==> src/rtl/nav_command_sequencer.sv <==
// Obstacle-avoidance sequencer: synchronizes and debounces three obstacle
// sensors and runs a timed manoeuvre FSM whose one-hot motor commands feed
// the motor controller stage. A retry counter forces a FAULT lockout when
// repeated manoeuvres fail to clear the path.
module nav_command_sequencer #(
  parameter int unsigned DEBOUNCE_CYCLES = 4,
  parameter int unsigned PAUSE_CYCLES    = 8,
  parameter int unsigned TURN_CYCLES     = 16,
  parameter int unsigned ROTATE_CYCLES   = 32,
  parameter int unsigned MAX_RETRIES     = 3
) (
  input  logic       clk,
  input  logic       reset_n,
  input  logic       run,
  input  logic       obs_front_raw,
  input  logic       obs_left_raw,
  input  logic       obs_right_raw,
  output logic       stop_motor,
  output logic       front_motor,
  output logic       turn_left,
  output logic       turn_right,
  output logic       rotate,
  output logic [2:0] state,
  output logic       fault
);

  localparam int unsigned NUM_SENSORS = 3;
  localparam int unsigned DB_W        = $clog2(DEBOUNCE_CYCLES + 1);
  localparam int unsigned MAX_PT      = (PAUSE_CYCLES > TURN_CYCLES) ? PAUSE_CYCLES : TURN_CYCLES;
  localparam int unsigned MAX_CYC     = (MAX_PT > ROTATE_CYCLES) ? MAX_PT : ROTATE_CYCLES;
  localparam int unsigned TIMER_W     = (MAX_CYC > 1) ? $clog2(MAX_CYC) : 1;
  localparam int unsigned RETRY_W     = $clog2(MAX_RETRIES + 1);

  localparam logic [DB_W-1:0]    DB_LAST     = DB_W'(DEBOUNCE_CYCLES - 1);
  localparam logic [TIMER_W-1:0] PAUSE_LOAD  = TIMER_W'(PAUSE_CYCLES - 1);
  localparam logic [TIMER_W-1:0] TURN_LOAD   = TIMER_W'(TURN_CYCLES - 1);
  localparam logic [TIMER_W-1:0] ROTATE_LOAD = TIMER_W'(ROTATE_CYCLES - 1);
  localparam logic [RETRY_W-1:0] RETRY_MAX   = RETRY_W'(MAX_RETRIES);

  typedef enum logic [2:0] {
    S_IDLE   = 3'd0,
    S_FWD    = 3'd1,
    S_PAUSE  = 3'd2,
    S_TURN_L = 3'd3,
    S_TURN_R = 3'd4,
    S_ROTATE = 3'd5,
    S_FAULT  = 3'd6
  } state_t;

  // Sensor bit order: [0]=front, [1]=left, [2]=right
  logic [NUM_SENSORS-1:0] raw;
  logic [NUM_SENSORS-1:0] sync1;
  logic [NUM_SENSORS-1:0] sync2;
  logic [NUM_SENSORS-1:0] filt;

  assign raw = {obs_right_raw, obs_left_raw, obs_front_raw};

  // Two-flop synchronizer for the asynchronous sensor inputs
  always_ff @(posedge clk or negedge reset_n) begin
    if (!reset_n) begin
      sync1 <= '0;
      sync2 <= '0;
    end else begin
      sync1 <= raw;
      sync2 <= sync1;
    end
  end

  for (genvar i = 0; i < NUM_SENSORS; i++) begin : g_debounce
    logic [DB_W-1:0] cnt;
    logic            filt_q;

    // Filtered bit follows the synced bit only after a full run of mismatches
    always_ff @(posedge clk or negedge reset_n) begin
      if (!reset_n) begin
        cnt    <= '0;
        filt_q <= 1'b0;
      end else if (sync2[i] == filt_q) begin
        cnt <= '0;
      end else if (cnt == DB_LAST) begin
        cnt    <= '0;
        filt_q <= sync2[i];
      end else begin
        cnt <= cnt + DB_W'(1);
      end
    end

    assign filt[i] = filt_q;
  end

  logic front_f;
  logic left_f;
  logic right_f;

  assign front_f = filt[0];
  assign left_f  = filt[1];
  assign right_f = filt[2];

  state_t             state_q;
  state_t             state_d;
  logic [TIMER_W-1:0] timer_q;
  logic [TIMER_W-1:0] timer_d;
  logic [RETRY_W-1:0] retry_q;
  logic [RETRY_W-1:0] retry_d;
  logic               timer_done;
  logic [TIMER_W-1:0] timer_dec;
  logic [RETRY_W-1:0] retry_inc;

  assign timer_done = (timer_q == '0);
  assign timer_dec  = timer_done ? timer_q : timer_q - TIMER_W'(1);
  assign retry_inc  = (retry_q == RETRY_MAX) ? retry_q : retry_q + RETRY_W'(1);

  // Next-state, timer and retry bookkeeping; run=0 overrides everything
  always_comb begin
    state_d = state_q;
    timer_d = timer_q;
    retry_d = retry_q;
    if (!run) begin
      state_d = S_IDLE;
      timer_d = '0;
      retry_d = '0;
    end else begin
      case (state_q)
        S_IDLE: begin
          state_d = S_FWD;
          timer_d = '0;
        end
        S_FWD: begin
          if (front_f) begin
            state_d = S_PAUSE;
            timer_d = PAUSE_LOAD;
          end else begin
            retry_d = '0;
          end
        end
        S_PAUSE: begin
          if (!timer_done) begin
            timer_d = timer_dec;
          end else if (retry_q == RETRY_MAX) begin
            state_d = S_FAULT;
            timer_d = '0;
          end else if (!front_f) begin
            state_d = S_FWD;
            timer_d = '0;
          end else if (!right_f) begin
            state_d = S_TURN_R;
            timer_d = TURN_LOAD;
            retry_d = retry_inc;
          end else if (!left_f) begin
            state_d = S_TURN_L;
            timer_d = TURN_LOAD;
            retry_d = retry_inc;
          end else begin
            state_d = S_ROTATE;
            timer_d = ROTATE_LOAD;
            retry_d = retry_inc;
          end
        end
        S_TURN_L, S_TURN_R, S_ROTATE: begin
          if (!timer_done) begin
            timer_d = timer_dec;
          end else if (front_f) begin
            state_d = S_PAUSE;
            timer_d = PAUSE_LOAD;
          end else begin
            state_d = S_FWD;
            timer_d = '0;
          end
        end
        S_FAULT: begin
          state_d = S_FAULT;
        end
        default: begin
          state_d = S_IDLE;
          timer_d = '0;
          retry_d = '0;
        end
      endcase
    end
  end

  // State register with Moore command outputs registered alongside it
  always_ff @(posedge clk or negedge reset_n) begin
    if (!reset_n) begin
      state_q     <= S_IDLE;
      timer_q     <= '0;
      retry_q     <= '0;
      stop_motor  <= 1'b1;
      front_motor <= 1'b0;
      turn_left   <= 1'b0;
      turn_right  <= 1'b0;
      rotate      <= 1'b0;
      fault       <= 1'b0;
    end else begin
      state_q     <= state_d;
      timer_q     <= timer_d;
      retry_q     <= retry_d;
      stop_motor  <= (state_d == S_IDLE) || (state_d == S_PAUSE) || (state_d == S_FAULT);
      front_motor <= (state_d == S_FWD);
      turn_left   <= (state_d == S_TURN_L);
      turn_right  <= (state_d == S_TURN_R);
      rotate      <= (state_d == S_ROTATE);
      fault       <= (state_d == S_FAULT);
    end
  end

  assign state = state_q;

endmodule

==> config.mk <==
export PLATFORM = sky130hd
export DESIGN_NAME = nav_command_sequencer
export DESIGN_NICKNAME = d
export VERILOG_FILES = /design/src/rtl/nav_command_sequencer.sv
export SDC_FILE = /design/constraint.sdc
export NUM_CORES = 1
export LEC_CHECK = 0
export CORE_MARGIN = 2
export CORE_UTILIZATION = 43
export CTS_CLUSTER_DIAMETER = 50
export CTS_CLUSTER_SIZE = 16
export DETAILED_ROUTE_END_ITERATION = 8
export PLACE_DENSITY = 0.68
export SLEW_MARGIN = 5
export SYNTH_ARGS = -nofsm -noshare
export SYNTH_HDL_FRONTEND = slang
export SYNTH_SLANG_ARGS = --single-unit
==> constraint.sdc <==
create_clock -name clk -period 2.6 [get_ports clk]
set_input_delay 0.26 -clock clk [delete_from_list [all_inputs] [get_ports clk]]
set_output_delay 0.26 -clock clk [all_outputs]
set_load 0.01 [all_outputs]
==> results of run 1 <==
==> final cells by class <==
class | count | area (sq um) | area share
Clock buffer | 6 | 82.58 | 0.04223
Clock inverter | 2 | 12.51 | 0.006398
Tap cell | 48 | 60.06 | 0.03071
Timing Repair Buffer | 17 | 162.7 | 0.08317
Multi-Input combinational cell | 107 | 763.2 | 0.3903
Inverter | 6 | 22.52 | 0.01152
Sequential cell | 34 | 852.1 | 0.4357
==> worst paths after layout <==
| check | end | slack (ns) | cells past startpoint |
|---|---|---|---|
| max reg2reg | turn_left | 0.37 | 7 |
| max in group asynchronous | stop_motor | 1.89 | 2 |
| min in group asynchronous | g_debounce[1].cnt[0] | 0.37 | 2 |
| min reg2reg | sync2[0] | 0.35 | 0 |
| min | sync2[0] | 0.35 | 0 |
| max | turn_left | 0.37 | 7 |
==> critical path, delay by kind of cell (launching register included) <==
| kind | cells | cell delay [ns] |
|---|---|---|
| compound gates | 1 | 0.40 |
| fa+ha+maj | 1 | 0.16 |
| buf+inv | 2 | 0.31 |
| flops | 1 | 0.42 |
| simple gates | 3 | 0.83 |
==> logic make-up after synthesis <==
logic type,after synthesis,share of synthesized area
mux,5,0.03204
compound gates,31,0.1438
xor+xnor,3,0.01565
buf+inv,12,0.03800
simple gates,62,0.2183
flops,34,0.5075
fa+ha+maj,6,0.04471
==> stage by stage <==
stage / std cells / instance area (sq um) / setup WS [ns] / power, mW
2_1_floorplan: 153 / 1679 / 0.6121 / 1.566
3_3_place_gp: 212 / 1861 / 0.4915 / 1.738
3_5_place_dp: 212 / 1861 / 0.3873 / 1.772
4_1_cts: 220 / 1956 / 0.3729 / 2.200
5_1_grt: 220 / 1956 / 0.2266 / 2.369
6_report: 220 / 1956 / 0.3738 / 2.195
==> metal layers <==
metal  global-route usage  up-vias  share of wire
li1                     -      574              -
met1               0.2294      592           0.47
met2               0.2750       32           0.47
met3              0.04392        6          0.046
met4              0.07653        0          0.020
met5                    0        -              0
==> registers in the layout (all words and copies together), names as in the netlist, 2 cells and up <==
register,flops
g_debounce.filt_q,2
g_debounce.cnt,9
sync1,3
retry_q,2
timer_q,5
state,3
sync2,3
==> report_power, final <==
| part | internal, mW | switching, mW |
|---|---|---|
| sequential | 0.667 | 0.168 |
| combinational | 0.444 | 0.506 |
| clock | 0.213 | 0.197 |
| total | 1.32 | 0.871 |
==> layout by cell type, fill, tap and decap left out, drive strengths merged, types with 2 or more instances in the layout <==
cell type / netlist / layout
and2: 3 / 3
and3b: 3 / 3
o31ai: 3 / 3
clkdlybuf4s50: 0 / 14
buf: 6 / 3
a221o: 2 / 2
nand2b: 3 / 3
nor3b: 8 / 8
nor2: 10 / 10
xnor2: 3 / 3
nand3: 2 / 2
dfrtp: 33 / 33
nor2b: 10 / 10
ha: 6 / 6
mux2i: 2 / 2
mux2: 3 / 3
o21ai: 8 / 8
inv: 6 / 6
nand2: 11 / 11
nor4b: 2 / 2
a21oi: 11 / 11
clkbuf: 0 / 6
nor3: 4 / 4
==> reports/qor.txt, run 1 <==
status: complete, no violations
starting DRC count in detailed routing: 42
min Tclk post-route: 2.226 ns
most frequent cells after synthesis: dfrtp_1, nand2_1, a21oi_1, nor2_1, nor2b_1
Ys Warns: 0
DRC errors left: 0
Antenna diodes: 0
final setup fails: 0
RSZ-0062 raised after global routing: false
worst setup path startpoint: timer_q[0]
Yosys cell types: 43
Worst VDD drop: 0.5050 mV
DRT antenna net count: 0
final hold violations: 0
hold-fix buffers at CTS: 0
most numerous cell in the Yosys netlist: dfrtp_1
Routed WL: 3244 um
Worst Hold Launch: sync1[0]
Post-synth EDFFs: 0
CTS buffer count: 5
DR vias/cell: 5.473
chip width: 66.49 um
Root Buffer: clkbuf_8
slowest CP cell: or4b_1
grt ovf: 0
Post-CTS Resized: 0
CP startpoint kind: register
LEAKAGE: 0.8607 nW
H-Tree Depth: 2
final core occ: 0.5263
share of cells above drive strength 1: 0.1395
Post-Syn Area: 1679 sq um
flops & latches, synth: 34
1st-pass router iterations: 4
period utilisation layout: 0.8562
IO Port Bufs: 14
worst slew pin tran: 0.4848 ns
Cell Pwr Density: 1123 nW/um^2
asr flop ratio synth: 1.000
Die Area: 4421 sq um
maxcap violations: 0
CP Data Arrival Time: 2.42 ns
CP peak stage delay: 0.44 ns
CP max FO: 15
Worst setup EP type: register
postcts setup bufs: 0
syn avg cell area: 10.97 sq um
type of the worst setup path: reg -> reg
fillers: 320
setup TNS: 0 ns
Req. time, crit path: 2.79 ns
GRT Overall Usage: 0.1753
core area: 3716 sq um
Worst Skew: 0.002894 ns
Max Slew Vio Count: 0
Area Overhead vs Synth: 16.47%
Initial Util: 0.4519
Synth top area share: 0.4918
GP Congestion: 0.7641
Layout Nets: 183
main flop type after synthesis: dfrtp_1
worst r2r src: timer_q[0]
Clock transition at path regs: 0.07 ns
DR vias: 1204
largest net degree at the start of global routing: 35
CTS Sinks: 34
Synth Instances: 153
dpl hpwl: 2201 um
biggest area consumer among synthesized cells: dfrtp_1
Std-Cell Rows: 22
global-route wire length before repair: 5761 um
Hold WS: 0.3544 ns
wire per inst: 14.75 um
CP cell instances: inv_1, ha_1, or4b_1, buf_4, nor2b_1, o311a_4, nor4b_2
CTS max path bufs: 2
synthesized net count: 165
sequential fraction of the synthesis area: 0.5075
Slew HR: 0.6768
Hold Crit Class: reg -> reg
initial antenna violation count: 0
vias in the first global route: 1242
fmax: 449.2 MHz
Die Ht: 66.49 um
CTS tree: yes
I/O pin total: 15
Clock Latency Late Sink: 0.29 ns
leading post-synthesis cells by cell area: dfrtp_1, ha_1, nor2b_1
Power figures use the tool's default switching activity.
==> run 2, diff against run 1 <==
- CTS_CLUSTER_SIZE: 16 -> 24
==> results of run 2 <==
The final DEF is identical to that of run 1; final timing and power are the same.
==> run 3, diff against run 2 <==
- CAP_MARGIN: unset -> 10
- CORE_ASPECT_RATIO: unset -> 0.75
- clock period: 2.6 -> 2.8 ns (I/O delays scaled with it)
==> reports/qor.txt, run 3 (synthesis gave the netlist of run 1 again) <==
Layout Nets: 182 (-0.55%)
dpl hpwl: 2283 um (+3.7%)
share of cells above drive strength 1: 0.1287 (-0.01088)
Req. time, crit path: 2.99 ns (+0.20 ns)
initial antenna violation count: 0 (unchanged)
hold path depth: 0 (unchanged)
GRT Overall Usage: 0.1607 (-0.01460)
global-route wire length before repair: 5451 um (-5.4%)
CP delay by family, top: simple AND/OR/NAND/NOR gates
Routed WL: 3192 um (-1.6%)
Worst Hold Launch: sync1[0]
postcts setup bufs: 0 (unchanged)
chip width: 76.16 um (+15%)
CP Data Arrival Time: 2.60 ns (+0.18 ns)
I/O pin total: 15 (unchanged)
Initial Util: 0.4528 (+0.0009147)
starting DRC count in detailed routing: 73 (+74%)
CTS max path bufs: 2 (unchanged)
setup slack after layout: 0.3923 ns (+0.01856 ns)
Std-Cell Rows: 19 (-14%)
type of the worst setup path: reg -> reg
CP startpoint kind: register
CP cell instances: inv_1, ha_1, or4b_1, nor2b_1, o311a_4, nor4b_2
Clock transition at path regs: 0.07 ns (about the same)
Root Buffer: clkbuf_8
DRT antenna net count: 0 (unchanged)
Worst setup EP type: register
RSZ-0062 raised after global routing: false
worst slew pin tran: 0.7288 ns (+0.2440 ns)
slowest CP cell: or4b_1
final setup fails: 0 (unchanged)
most frequent cells in the layout: dfrtp_1, clkdlybuf4s50_1, nand2_1
core area: 3709 sq um (-0.20%)
Slew HR: 0.5126 (-0.1642)
Top reg by flops: g_debounce.cnt
Antenna diodes: 0 (unchanged)
worst setup path startpoint: timer_q[0]
final hold violations: 0 (unchanged)
hold-fix buffers at CTS: 0 (unchanged)
CTS buffer count: 5 (unchanged)
Hold Crit Class: reg -> reg
vias in the first global route: 1196 (-3.7%)
Worst Skew: 0.005040 ns (+0.002146 ns)
R2R depth: 6 (-1)
LEAKAGE: 0.8567 nW (-0.46%)
Die Ht: 58.12 um (-13%)
maxcap violations: 0 (unchanged)
Total Power: 2.003 mW (-8.8%)
Cell Pwr Density: 1027 nW/um^2 (-8.5%)
wire per inst: 14.31 um (-2.9%)
CTS tree: yes
status: complete, no violations
Die Area: 4426 sq um (+0.11%)
period utilisation layout: 0.8599 (+0.003641)
IO Port Bufs: 14 (unchanged)
H-Tree Depth: 2 (unchanged)
Area Overhead vs Synth: 16.10%
CP peak stage delay: 0.74 ns (+0.30 ns)
GP Congestion: 0.8824 (+15%)
Clock Latency Late Sink: 0.28 ns (about the same)
fillers: 329 (+2.8%)
fmax: 415.3 MHz (-7.5%)
Largest register FFs: 9 (unchanged)
largest net degree at the start of global routing: 20 (-43%)
DR vias: 1190 (-1.2%)
CP max FO: 15 (unchanged)
DR vias/cell: 5.336 (-2.5%)
grt ovf: 0 (unchanged)
critical path buffer and inverter count: 1 (-1)
dpl ws: 0.4352 ns (+0.04794 ns)
Worst VDD drop: 0.5811 mV (+15%)
worst r2r src: timer_q[0]
largest registers: g_debounce.cnt (9), timer_q (5)
most common cell after layout, fill and taps aside: dfrtp_1
1st-pass router iterations: 5 (+1)
setup TNS: 0 ns (unchanged)
CTS Sinks: 34 (unchanged)
Max Slew Vio Count: 0 (unchanged)
DRC errors left: 0 (unchanged)
cell count along the critical path: 6 (-1)
Post-CTS Resized: 0 (unchanged)
min Tclk post-route: 2.408 ns (+0.1814 ns)
run 3: cell count changes in the layout (fill, tap and decap cells not counted), sizes merged:
cell	previous run	this run
buf	3	2
clkbuf	6	7
clkinvlp	1	0
run 3: per-layer routing:
layer,wire (um),global-route usage,up-vias
li1,-,-,573
met1,1494,0.2034,572
met2,1458,0.2666,39
met3,206,0.04206,6
met4,31,0.07013,0
met5,0,0,-
run 3: path summary, 6_finish.rpt:
kind | to | slack [ns]
setup / recovery | turn_left | 0.39
hold / removal | sync2[0] | 0.35
setup reg to reg | turn_left | 0.39
hold reg to reg | sync2[0] | 0.35
max in group asynchronous | retry_q[1] | 1.65
min in group asynchronous | sync1[2] | 0.43
run 3: final cells by class:
type / instances / area, sq um / area share
clock buffers: 7 / 86.33 / 0.04429
clock inverters: 1 / 5.005 / 0.002567
inverters: 6 / 22.52 / 0.01155
multi-input cells: 107 / 763.2 / 0.3915
flip-flops and latches: 34 / 852.1 / 0.4371
well taps: 52 / 65.06 / 0.03338
repair buffers: 16 / 155.1 / 0.07959
run 3: power by group:
group | total (mW) | internal [mW] | switching, mW
sequential | 0.755 | 0.620 | 0.135
combinational | 0.882 | 0.392 | 0.491
clock | 0.365 | 0.198 | 0.167
total | 2.00 | 1.21 | 0.793
run 3: metrics by stage:
stage | area (sq um) | hold WS, ns | instances | utilization
2_1_floorplan | 1679 | -0.01559 | 153 | -
3_3_place_gp | 1858 | 0.3344 | 215 | 0.5010
3_5_place_dp | 1858 | 0.3379 | 215 | 0.5010
4_1_cts | 1949 | 0.3530 | 223 | 0.5256
5_1_grt | 1949 | 0.3676 | 223 | 0.5256
6_report | 1949 | 0.3543 | 223 | 0.5256
